File: config.mk
export PLATFORM = sky130hd
export DESIGN_NAME = wb_write_arbiter
export DESIGN_NICKNAME = d
export VERILOG_FILES = /design/src/rtl/wb_write_arbiter.sv
export SDC_FILE = /design/constraint.sdc
export NUM_CORES = 1
export LEC_CHECK = 0
export ABC_CLOCK_PERIOD_IN_PS = 9250
export CORE_MARGIN = 2
export CORE_UTILIZATION = 58
export DETAILED_ROUTE_END_ITERATION = 10
export GPL_TIMING_DRIVEN = 0
export PLACE_DENSITY = 0.86
export SETUP_SLACK_MARGIN = 0.4
export SKIP_LAST_GASP = 1
export SYNTH_ARGS = -nofsm -noshare
export SYNTH_HDL_FRONTEND = slang
export SYNTH_SLANG_ARGS = --single-unit
File: constraint.sdc
create_clock -name clk -period 9.25 [get_ports clk]
set_input_delay 1.85 -clock clk [delete_from_list [all_inputs] [get_ports clk]]
set_output_delay 1.85 -clock clk [all_outputs]
set_load 0.1 [all_outputs]
File: src/rtl/wb_write_arbiter.sv
// Register file write-port arbiter.
// The ALU writeback path always wins the port. Load returns are buffered
// in a circular queue with a per-entry live bit. An ALU write to the same
// destination kills any older queued load to that register (write-after-write
// ordering), and a dead head entry is popped without producing a write.
module wb_write_arbiter #(
    parameter int REG_WIDTH = 64,
    parameter int REG_COUNT = 32,
    parameter int LQ_DEPTH  = 4,
    localparam int AW = $clog2(REG_COUNT),
    localparam int PW = $clog2(LQ_DEPTH),
    localparam int CW = PW + 1
) (
    input  logic                 clk,
    input  logic                 rst,
    input  logic                 alu_valid_i,
    input  logic [AW-1:0]        alu_rd_i,
    input  logic [REG_WIDTH-1:0] alu_data_i,
    input  logic                 ld_valid_i,
    output logic                 ld_ready_o,
    input  logic [AW-1:0]        ld_rd_i,
    input  logic [REG_WIDTH-1:0] ld_data_i,
    output logic                 wb_we_o,
    output logic [AW-1:0]        wb_waddr_o,
    output logic [REG_WIDTH-1:0] wb_wdata_o,
    input  logic [AW-1:0]        query_addr_i,
    output logic                 query_pending_o,
    output logic [CW-1:0]        lq_count_o
);

    logic [AW-1:0]        rd_q   [LQ_DEPTH];
    logic [REG_WIDTH-1:0] data_q [LQ_DEPTH];
    logic [LQ_DEPTH-1:0]  live_q, live_d;
    logic [PW-1:0]        head_q, head_d;
    logic [PW-1:0]        tail_q, tail_d;
    logic [CW-1:0]        count_q, count_d;
    logic                 we_q, we_d;
    logic [AW-1:0]        waddr_q, waddr_d;
    logic [REG_WIDTH-1:0] wdata_q, wdata_d;

    logic alu_sel;
    logic pop;
    logic push;

    // Handshake and arbitration decisions for this cycle; register 0 is never written.
    always_comb begin
        ld_ready_o = !rst && (count_q != CW'(LQ_DEPTH));
        alu_sel    = alu_valid_i && (alu_rd_i != '0);
        pop        = !alu_sel && (count_q != '0);
        push       = ld_valid_i && ld_ready_o && (ld_rd_i != '0);
    end

    // Next-state for write port, queue pointers, occupancy and live bits.
    always_comb begin
        we_d    = 1'b0;
        waddr_d = waddr_q;
        wdata_d = wdata_q;
        head_d  = head_q;
        tail_d  = tail_q;
        count_d = count_q;
        live_d  = live_q;

        if (alu_sel) begin
            // Older queued loads to the same register would overwrite the younger ALU value.
            for (int i = 0; i < LQ_DEPTH; i++) begin
                if (rd_q[i] == alu_rd_i) begin
                    live_d[i] = 1'b0;
                end
            end
            we_d    = 1'b1;
            waddr_d = alu_rd_i;
            wdata_d = alu_data_i;
        end else if (pop) begin
            if (live_q[head_q]) begin
                we_d    = 1'b1;
                waddr_d = rd_q[head_q];
                wdata_d = data_q[head_q];
            end
            live_d[head_q] = 1'b0;
            head_d         = head_q + 1'b1;
        end

        // Applied after the kill so a same-edge load to alu_rd stays live.
        if (push) begin
            live_d[tail_q] = 1'b1;
            tail_d         = tail_q + 1'b1;
        end

        case ({push, pop})
            2'b10:   count_d = count_q + 1'b1;
            2'b01:   count_d = count_q - 1'b1;
            default: count_d = count_q;
        endcase
    end

    // Control state and registered write port, cleared asynchronously.
    always_ff @(posedge clk or posedge rst) begin
        if (rst) begin
            we_q    <= 1'b0;
            waddr_q <= '0;
            wdata_q <= '0;
            head_q  <= '0;
            tail_q  <= '0;
            count_q <= '0;
            live_q  <= '0;
        end else begin
            we_q    <= we_d;
            waddr_q <= waddr_d;
            wdata_q <= wdata_d;
            head_q  <= head_d;
            tail_q  <= tail_d;
            count_q <= count_d;
            live_q  <= live_d;
        end
    end

    // Queue payload storage; validity is carried entirely by live_q and count_q.
    always_ff @(posedge clk) begin
        if (push) begin
            rd_q[tail_q]   <= ld_rd_i;
            data_q[tail_q] <= ld_data_i;
        end
    end

    // Decode stall query: any live queued load targeting query_addr_i.
    always_comb begin
        query_pending_o = 1'b0;
        for (int i = 0; i < LQ_DEPTH; i++) begin
            if (live_q[i] && (rd_q[i] == query_addr_i)) begin
                query_pending_o = 1'b1;
            end
        end
        if (query_addr_i == '0) begin
            query_pending_o = 1'b0;
        end
    end

    assign wb_we_o    = we_q;
    assign wb_waddr_o = waddr_q;
    assign wb_wdata_o = wdata_q;
    assign lq_count_o = count_q;

endmodule

==> metrics.yaml, run 1 <==
multi_input_comb_area_um2: 3710
hold_buffers: 0
clk_path_buf_depth: 3
ys_seq_area_share_pct: 71.8
finalHoldViolCount: 0
netlist_area_um2: 14400
crit_fanout: 5
detailed_place_hpwl_um: 21000
regArea_um2: 10300
rsz0062_at_grt: "no"
grt_use_total_pct: 25.2
gp_congestion: 0.856
fmax_mhz: 168
htree_levels: 2
die-area_um2: 26000
worstSetupPathType: "in2out"
core_area_um2: 24300
mostFrequentLayoutCells: "edfxtp_1 (276), clkdlybuf4s50_1 (211), dfrtp_1 (81), nor2_1 (71)"
routedWlPerCell_um: 22.8
cts_sinks: 357
vias: 8016
clkLatencyLatePin_ns: 0.51
syn_to_final_growth_pct: 26.6
drt_iter0_drc: 648
slew-limit-headroom_pct: 29.5
path_clk_slew_ns: 0.06
grt_pass1_vias: 8776
start_util_pct: 59.1
p_leak_uw: 0.00646
cts_inserted_buffers: 37
drc: 0
fillers: 1424
p_per_area_nw_per_um2: 351
ys_top_cells_by_area: "edfxtp_1 (58%), dfrtp_1 (14%), mux4_2 (11%)"
grt_antenna_before_repair: 3
final-instance-count-excl-fill: 1403
nets: 1206
critPathArrivalTime_ns: 4.11
synth.distinct_cells: 36
yosys.area.top_type: "edfxtp_1"
hold_class: "reg2reg"
grt_max_degree: 51
cts_tree: "done"
viasPerCell: 5.71
placed_cells: 1334
fin_skew_ns: 0.0184
grt_pass1_wl_um: 49500
yosys_warnings: 0
num_rows: 57
finalMaxSlewViolations: 0
die_w_um: 161
drive_above_1_share_pct: 14.6
critPathRequiredTime_ns: 7.40
cts_resized: 0
post-route-min-period_ns: 5.96
final_common_cell: "edfxtp_1"
tightest_slew_ns: 1.05
syn_avg_cell_area_um2: 18.1
synthCells: 794
dieHeight_um: 161
grt_overflow: 0
drt-total-wl_um: 31900
boundaryPins: 222
netlist.area_leader.share_pct: 57.7
ys_seq_elements: 357
postRouteAntennaNets: 0
io_buffers: 211
first_pass_iters: 5
maxCapViolations: 0
cts_root_buf: "clkbuf_16"
post_cts_buffers: 0
startpoint_type: "primary input"
finalSetupTns_ns: 0
irDropWorstVdd_uv: 253
finalCritPeriodShare_pct: 64.4
syn_nets: 951
setup_viol: 0
end_kind: "output pin"
status: "completed"
final cells by class:
cell class | instances | area share (%)
Antenna cell | 2 | 0.0275
Buffer | 50 | 1.71
Inverter | 9 | 0.200
Sequential cell | 357 | 56.7
Clock buffer | 54 | 5.73
Tap cell | 324 | 2.23
Clock inverter | 13 | 0.564
Timing Repair Buffer | 216 | 12.4
Multi-Input combinational cell | 378 | 20.4
path summary, 6_finish.rpt:
path	from	end	slack, ns	depth (start not counted)
worst max register to register	lq_count_o[0]	data_q[1][43]	6.50	7
min in group asynchronous	rst	wb_waddr_o[2]	1.80	2
max in group asynchronous	rst	wb_wdata_o[51]	6.81	3
worst max-delay path	query_addr_i[2]	query_pending_o	3.29	7
worst min register to register	wb_wdata_o[15]	wb_wdata_o[15]	0.53	2
worst min-delay path	wb_wdata_o[15]	wb_wdata_o[15]	0.53	2
routing by layer:
layer | up-vias | routed length (um) | GRT usage, %
li1 | 3600 | - | -
met1 | 4023 | 12900 | 33.6
met2 | 326 | 15900 | 42.5
met3 | 65 | 2200 | 4.88
met4 | 2 | 917 | 8.48
met5 | - | 12 | 0
power by group:
group	switching, uW	internal, uW
logic	1940	841
registers	140	2050
clock network	587	812
total	2670	3700
worst max-delay path: stages:
cell and delay, ns:
clkbuf_1 0.26, xor2_1 0.12, nor4_1 0.38, nand3_1 0.12
nand4_1 0.12, o21a_1 0.13, clkdlybuf4s50_1 1.12
synthesized netlist by cell type:
master	count
o21a_1	1
dfrtp_1	81
buf_12	5
nand3_1	8
nand2_1	6
nor3_1	1
a32o_1	4
inv_1	8
o31ai_2	1
buf_4	2
fa_1	1
nand2_2	1
clkbuf_1	22
nor4_1	8
buf_2	13
mux4_2	70
or4_4	1
ha_1	9
o31a_1	1
buf_8	1
nand4_1	1
xor2_1	30
mux2_1	1
and2_1	4
o21ai_1	1
a21oi_1	70
a31oi_1	1
edfxtp_1	276
inv_2	1
xnor2_1	15
or4_1	1
mux2i_1	70
buf_6	1
o21ai_4	1
nor2_1	71
buf_1	6
cells by family after synthesis:
| family | count (synthesis) | share of synthesized area (%) |
|---|---|---|
| DFF | 357 | 71.8 |
| muxes | 141 | 15.9 |
| and+or+nand+nor | 102 | 3.07 |
| AOI/OAI and AO/OA | 80 | 3.11 |
| buffers and inverters | 59 | 2.40 |
| xor gates and xnor gates | 45 | 2.74 |
| adders and majority gates | 10 | 0.923 |
state kept, by name, indices dropped and copies added, names as in the netlist:
register,cells
head_q,2
wb_wdata_o,64
wb_waddr_o,5
rd_q,20
lq_count_o,3
data_q,256
wb_we_o,1
tail_q,2
live_q,4
through the flow:
step / util (%) / total power, uW / setup WS [ns] / area (um2) / hold slack, ns
global route: 74.7 / 6610 / 3.21 / 18200 / 0.547
floorplan: - / 4260 / 3.08 / 14400 / 0.509
global placement: 69.4 / 4940 / 2.77 / 16900 / 0.507
CTS: 74.7 / 6410 / 3.28 / 18200 / 0.532
detailed placement: 70.0 / 5010 / 3.29 / 17000 / 0.516
finish: 74.7 / 6370 / 3.29 / 18200 / 0.529
Power figures use the tool's default switching activity.
==> run 2: changes to the inputs <==
--- a/config.mk
+++ b/config.mk
@@ -5,12 +5,12 @@
 export SDC_FILE = /design/constraint.sdc
 export NUM_CORES = 1
 export LEC_CHECK = 0
-export ABC_CLOCK_PERIOD_IN_PS = 9250
+export ABC_CLOCK_PERIOD_IN_PS = 5300
 export CORE_MARGIN = 2
-export CORE_UTILIZATION = 58
+export CORE_UTILIZATION = 49
 export DETAILED_ROUTE_END_ITERATION = 10
 export GPL_TIMING_DRIVEN = 0
-export PLACE_DENSITY = 0.86
+export PLACE_DENSITY = 0.78
 export SETUP_SLACK_MARGIN = 0.4
 export SKIP_LAST_GASP = 1
 export SYNTH_ARGS = -nofsm -noshare
==> constraint.sdc (replaced) <==
create_clock -name clk -period 5.3 [get_ports clk]
set_input_delay 1.06 -clock clk [delete_from_list [all_inputs] [get_ports clk]]
set_output_delay 1.06 -clock clk [all_outputs]
set_load 0.1 [all_outputs]
==> run 2 against run 1 <==
- via count shrank 1.3%
- count of clock-buffer cells in the layout fell by 1
- total power is 78% higher
- clock power increased by 94%
- register-to-register slack worse by 4.0 ns
- critical path depth did not move
- final cell count up 4.4%
- utilization fell by 11 points
- sequential power rose by 74%
- non-clock buffer count stayed put
- clock skew decreased by 0.0064 ns
- critical endpoint unchanged
- largest cell class unchanged
- highest routed layer unchanged
==> metrics.yaml, run 2 (same netlist as run 1, synthesis figures left out) <==
io_buffers: 211
rsz0062_at_grt: "no"
cp_top_family: "buffers and inverters"
hold_buffers: 0
detailed_place_hpwl_um: 20400
startpoint_type: "primary input"
hold_class: "reg2reg"
clkLatencyLatePin_ns: 0.51
syn_to_final_growth_pct: 28.2
place_area_um2: 17100
drive_above_1_share_pct: 15.5
p_per_area_nw_per_um2: 617
crit_fanout: 5
vias: 7915
die-area_um2: 30700
grt_overflow: 0
cts_inserted_buffers: 38
fmax_mhz: 228
start_util_pct: 49.9
worstSetupPathType: "in2out"
irDropWorstVdd_uv: 465
slew-limit-headroom_pct: 29.8
post_cts_buffers: 0
fin_skew_ns: 0.0120
boundaryPins: 222
routedWlPerCell_um: 21.3
finalHoldViolCount: 0
postRouteAntennaNets: 0
drc: 0
status: "completed"
final_common_cell: "edfxtp_1"
setup_viol: 0
grt_use_total_pct: 20.7
drt_iter0_drc: 550
largest_register: "data_q"
startpoint: "query_addr_i[2]"
mostFrequentLayoutCells: "edfxtp_1 (276), clkdlybuf4s50_1 (211), dfrtp_1 (81), nor2_1 (71)"
htree_levels: 2
p_leak_uw: 0.00654
cp_slowest_cell: "clkdlybuf4s50_1"
finish.utilization_pct: 64.0
finalMaxSlewViolations: 0
die_w_um: 175
grt_antenna_before_repair: 4
grt_max_degree: 49
first_pass_iters: 5
core_area_um2: 28800
cp_cell_sequence: "clkbuf_1 -> xor2_1 -> nor4_1 -> nand3_1 -> nand4_1 -> o21a_1 -> clkdlybuf4s50_1"
gp_congestion: 0.838
clk_path_buf_depth: 3
critPathArrivalTime_ns: 3.32
r2r_start: "lq_count_o[0]"
cts_root_buf: "clkbuf_16"
path_clk_slew_ns: 0.06
grt_pass1_wl_um: 48200
dieHeight_um: 175
slowest_delay_ns: 1.13
min-delay-start: "wb_wdata_o[29]"
finalCritPeriodShare_pct: 82.7
nets: 1207
final_area_um2: 18400
cts_tree: "done"
critPathRequiredTime_ns: 4.24
tightest_slew_ns: 1.05
drt-total-wl_um: 31200
cts_resized: 0
post-route-min-period_ns: 4.38
path_buf_inv: 2
largest_reg_flops: 256
num_rows: 62
fillers: 2037
cts_sinks: 357
grt_pass1_vias: 8444
maxCapViolations: 0
finalSetupTns_ns: 0
end_kind: "output pin"
viasPerCell: 5.40
==> run 2: cell count changes in the layout (fill, tap and decap cells not counted), sizes merged <==
cell,delta
clkbuf,-1
clkinv,-4
bufinv,+4
clkinvlp,+2
inv,+1
==> run 2: where the power goes <==
group	internal [uW]	total (uW)	switching, uW
clock	1680	2720	1040
combinational	1470	4830	3370
sequential	3570	3810	239
total	6720	11400	4640
==> run 2: layout make-up <==
class / instances / area [um2] / area share (%)
sequential: 357 / 10300 / 56.0
multi-input combinational: 378 / 3720 / 20.2
timing repair buffer: 216 / 2250 / 12.2
tap: 384 / 480 / 2.61
buffer: 50 / 312 / 1.69
clock inverter: 16 / 214 / 1.16
antenna: 2 / 5.00 / 0.0272
clock buffer: 53 / 1090 / 5.91
inverter: 9 / 36.3 / 0.197
==> run 2: worst min-delay path, delay by kind of cell (launching register included) <==
kind | cells | cell delay, ns
AO/OA/AOI/OAI | 1 | 0.10
flip-flops | 1 | 0.34
AND/OR/NAND/NOR | 1 | 0.05
==> run 2: routing by layer <==
metal  routed length, um  vias to the layer above  GRT usage, %  share of wire [%]
met3                2150                       57          4.79                6.9
li1                    -                     3595             -                  -
met5                  24                        -             0              0.077
met2               15400                      249          34.2                 49
met1               12900                     4010          28.0                 41
met4                 659                        4          5.35                2.1
==> run 2: through the flow <==
stage | instances | total power (uW) | worst slack (ns) | hold slack, ns
floorplan | 794 | 7430 | 1.06 | 0.509
global placement | 1389 | 8650 | 0.345 | 0.505
detailed placement | 1394 | 8740 | 0.963 | 0.517
CTS | 1463 | 11500 | 0.954 | 0.529
global route | 1464 | 11800 | 0.803 | 0.549
finish | 1465 | 11400 | 0.918 | 0.524
==> run 2: final timing paths <==
check	depth (start not counted)	slack, ns	to
worst max register to register	7	2.50	data_q[3][47]
worst min-delay path	2	0.52	wb_wdata_o[29]
worst max-delay path	7	0.92	query_pending_o
min in group asynchronous	2	0.98	wb_wdata_o[24]
worst min register to register	2	0.52	wb_wdata_o[29]
max in group asynchronous	3	3.66	wb_wdata_o[56]
==> run 3: changes to the inputs <==
--- a/config.mk
+++ b/config.mk
@@ -5,12 +5,12 @@
 export SDC_FILE = /design/constraint.sdc
 export NUM_CORES = 1
 export LEC_CHECK = 0
-export ABC_CLOCK_PERIOD_IN_PS = 5300
+export ABC_CLOCK_PERIOD_IN_PS = 4420
 export CORE_MARGIN = 2
-export CORE_UTILIZATION = 49
+export CORE_UTILIZATION = 54
 export DETAILED_ROUTE_END_ITERATION = 10
 export GPL_TIMING_DRIVEN = 0
-export PLACE_DENSITY = 0.78
+export PLACE_DENSITY = 0.81
 export SETUP_SLACK_MARGIN = 0.4
 export SKIP_LAST_GASP = 1
 export SYNTH_ARGS = -nofsm -noshare
==> constraint.sdc (replaced) <==
create_clock -name clk -period 4.42 [get_ports clk]
set_input_delay 0.884 -clock clk [delete_from_list [all_inputs] [get_ports clk]]
set_output_delay 0.884 -clock clk [all_outputs]
set_load 0.1 [all_outputs]
==> run 3 against run 2 <==
- global-route usage up 2.1 points
- largest power group unchanged
- critical path type unchanged
- total power up 18%
- hold slack better by 0.0011 ns
- clock skew up 0.0083 ns
==> metrics.yaml, run 3 (same netlist as run 1, synthesis figures left out) <==
grt_pass1_wl_um: 48500
grt_pass1_vias: 8697
start_util_pct: 55.1
drt_iter0_drc: 563
clkLatencyLatePin_ns: 0.52
rsz0062_at_grt: "no"
reg2reg_depth: 7
fmax_mhz: 264
setup_viol: 0
die-area_um2: 27900
finalMaxSlewViolations: 0
whs_endpoint: "wb_wdata_o[60]"
r2r_slack_ns: 1.61
post-route-min-period_ns: 3.79
nets: 1206
grt_overflow: 0
crit_fanout: 5
first_pass_iters: 4
core_area_um2: 26100
tightest_slew_ns: 1.05
detailed_place_hpwl_um: 20900
viasPerCell: 5.68
p_leak_uw: 0.00651
finalHoldViolCount: 0
drt-total-wl_um: 31600
finalSetupTns_ns: 0
finish.utilization_pct: 70.1
num_rows: 59
slew-limit-headroom_pct: 29.5
final-instance-count-excl-fill: 1414
die_w_um: 167
drive_above_1_share_pct: 15.5
grt_max_degree: 60
postRouteAntennaNets: 0
cts_resized: 1
hold_buffers: 0
cts_root_buf: "clkbuf_16"
syn_to_final_growth_pct: 27.1
drc: 0
end_kind: "output pin"
cts_tree: "done"
htree_levels: 2
critPathArrivalTime_ns: 2.90
cts_sinks: 357
maxCapViolations: 0
finalCritPeriodShare_pct: 85.7
grt_antenna_before_repair: 3
vias: 8030
post_cts_buffers: 0
path_clk_slew_ns: 0.06
placed_cells: 1345
gp_congestion: 0.850
largest_register: "data_q"
largest_reg_flops: 256
r2r-end: "data_q[3][57]"
final_common_cell: "edfxtp_1"
hold_class: "reg2reg"
critPathRequiredTime_ns: 3.54
cts_inserted_buffers: 37
power_uw: 13400
startpoint_type: "primary input"
dieHeight_um: 167
irDropWorstVdd_uv: 976
fin_skew_ns: 0.0203
mostFrequentLayoutCells: "edfxtp_1 (276), clkdlybuf4s50_1 (210), dfrtp_1 (81), nor2_1 (71)"
r2r_start: "lq_count_o[0]"
routedWlPerCell_um: 22.3
io_buffers: 211
min-delay-start: "wb_wdata_o[60]"
status: "completed"
grt_use_total_pct: 22.8
hold_path_depth: 2
worstSetupPathType: "in2out"
clk_path_buf_depth: 3
boundaryPins: 222
p_per_area_nw_per_um2: 735
## run 3: through the flow
step | hold slack, ns | instance area, um2 | worst slack, ns
3_5_place_dp | 0.519 | 17100 | 0.393
2_1_floorplan | 0.509 | 14400 | 0.555
5_1_grt | 0.553 | 18300 | 0.558
4_1_cts | 0.531 | 18300 | 0.649
3_3_place_gp | 0.506 | 16900 | -0.380
6_report | 0.525 | 18300 | 0.632
## run 3: worst max path at each step
stage	from	endpoint	slack [ns]	depth (start not counted)
CTS	query_addr_i[0]	query_pending_o	0.65	7
global placement	rst	wb_wdata_o[31]	-0.38	2
finish	query_addr_i[3]	query_pending_o	0.63	7
global route	query_addr_i[1]	query_pending_o	0.56	7
detailed placement	query_addr_i[0]	query_pending_o	0.39	7
floorplan	lq_count_o[0]	data_q[0][0]	0.56	6
## run 3: routing by layer
metal	vias to the layer above	part of all wire, %	global-route usage [%]
met5	-	0.095	0
met4	4	2.3	7.08
met3	54	6.4	5.09
met2	260	51	38.5
met1	4119	40	29.8
li1	3593	-	-
## run 3: cell type report
cell class                      instances  area (um2)
Buffer                                 50         312
Clock inverter                         16         111
Multi-Input combinational cell        378        3730
Antenna cell                            1        2.50
Tap cell                              335         419
Clock buffer                           52        1080
Timing Repair Buffer                  216        2250
Sequential cell                       357       10300
Inverter                                9        36.3
Fill cell                            1700        7800
## run 3: report_power, final
| group | switching [uW] | internal, uW |
|---|---|---|
| Combinational | 4050 | 1760 |
| Sequential | 307 | 4280 |
| Clock | 1230 | 1780 |
## run 3: critical path: stages
cell	delay, ns
clkbuf_1	0.26
xor2_1	0.12
nor4_1	0.37
nand3_1	0.13
nand4_1	0.15
o21a_1	0.14
dlygate4sd2_1	0.85
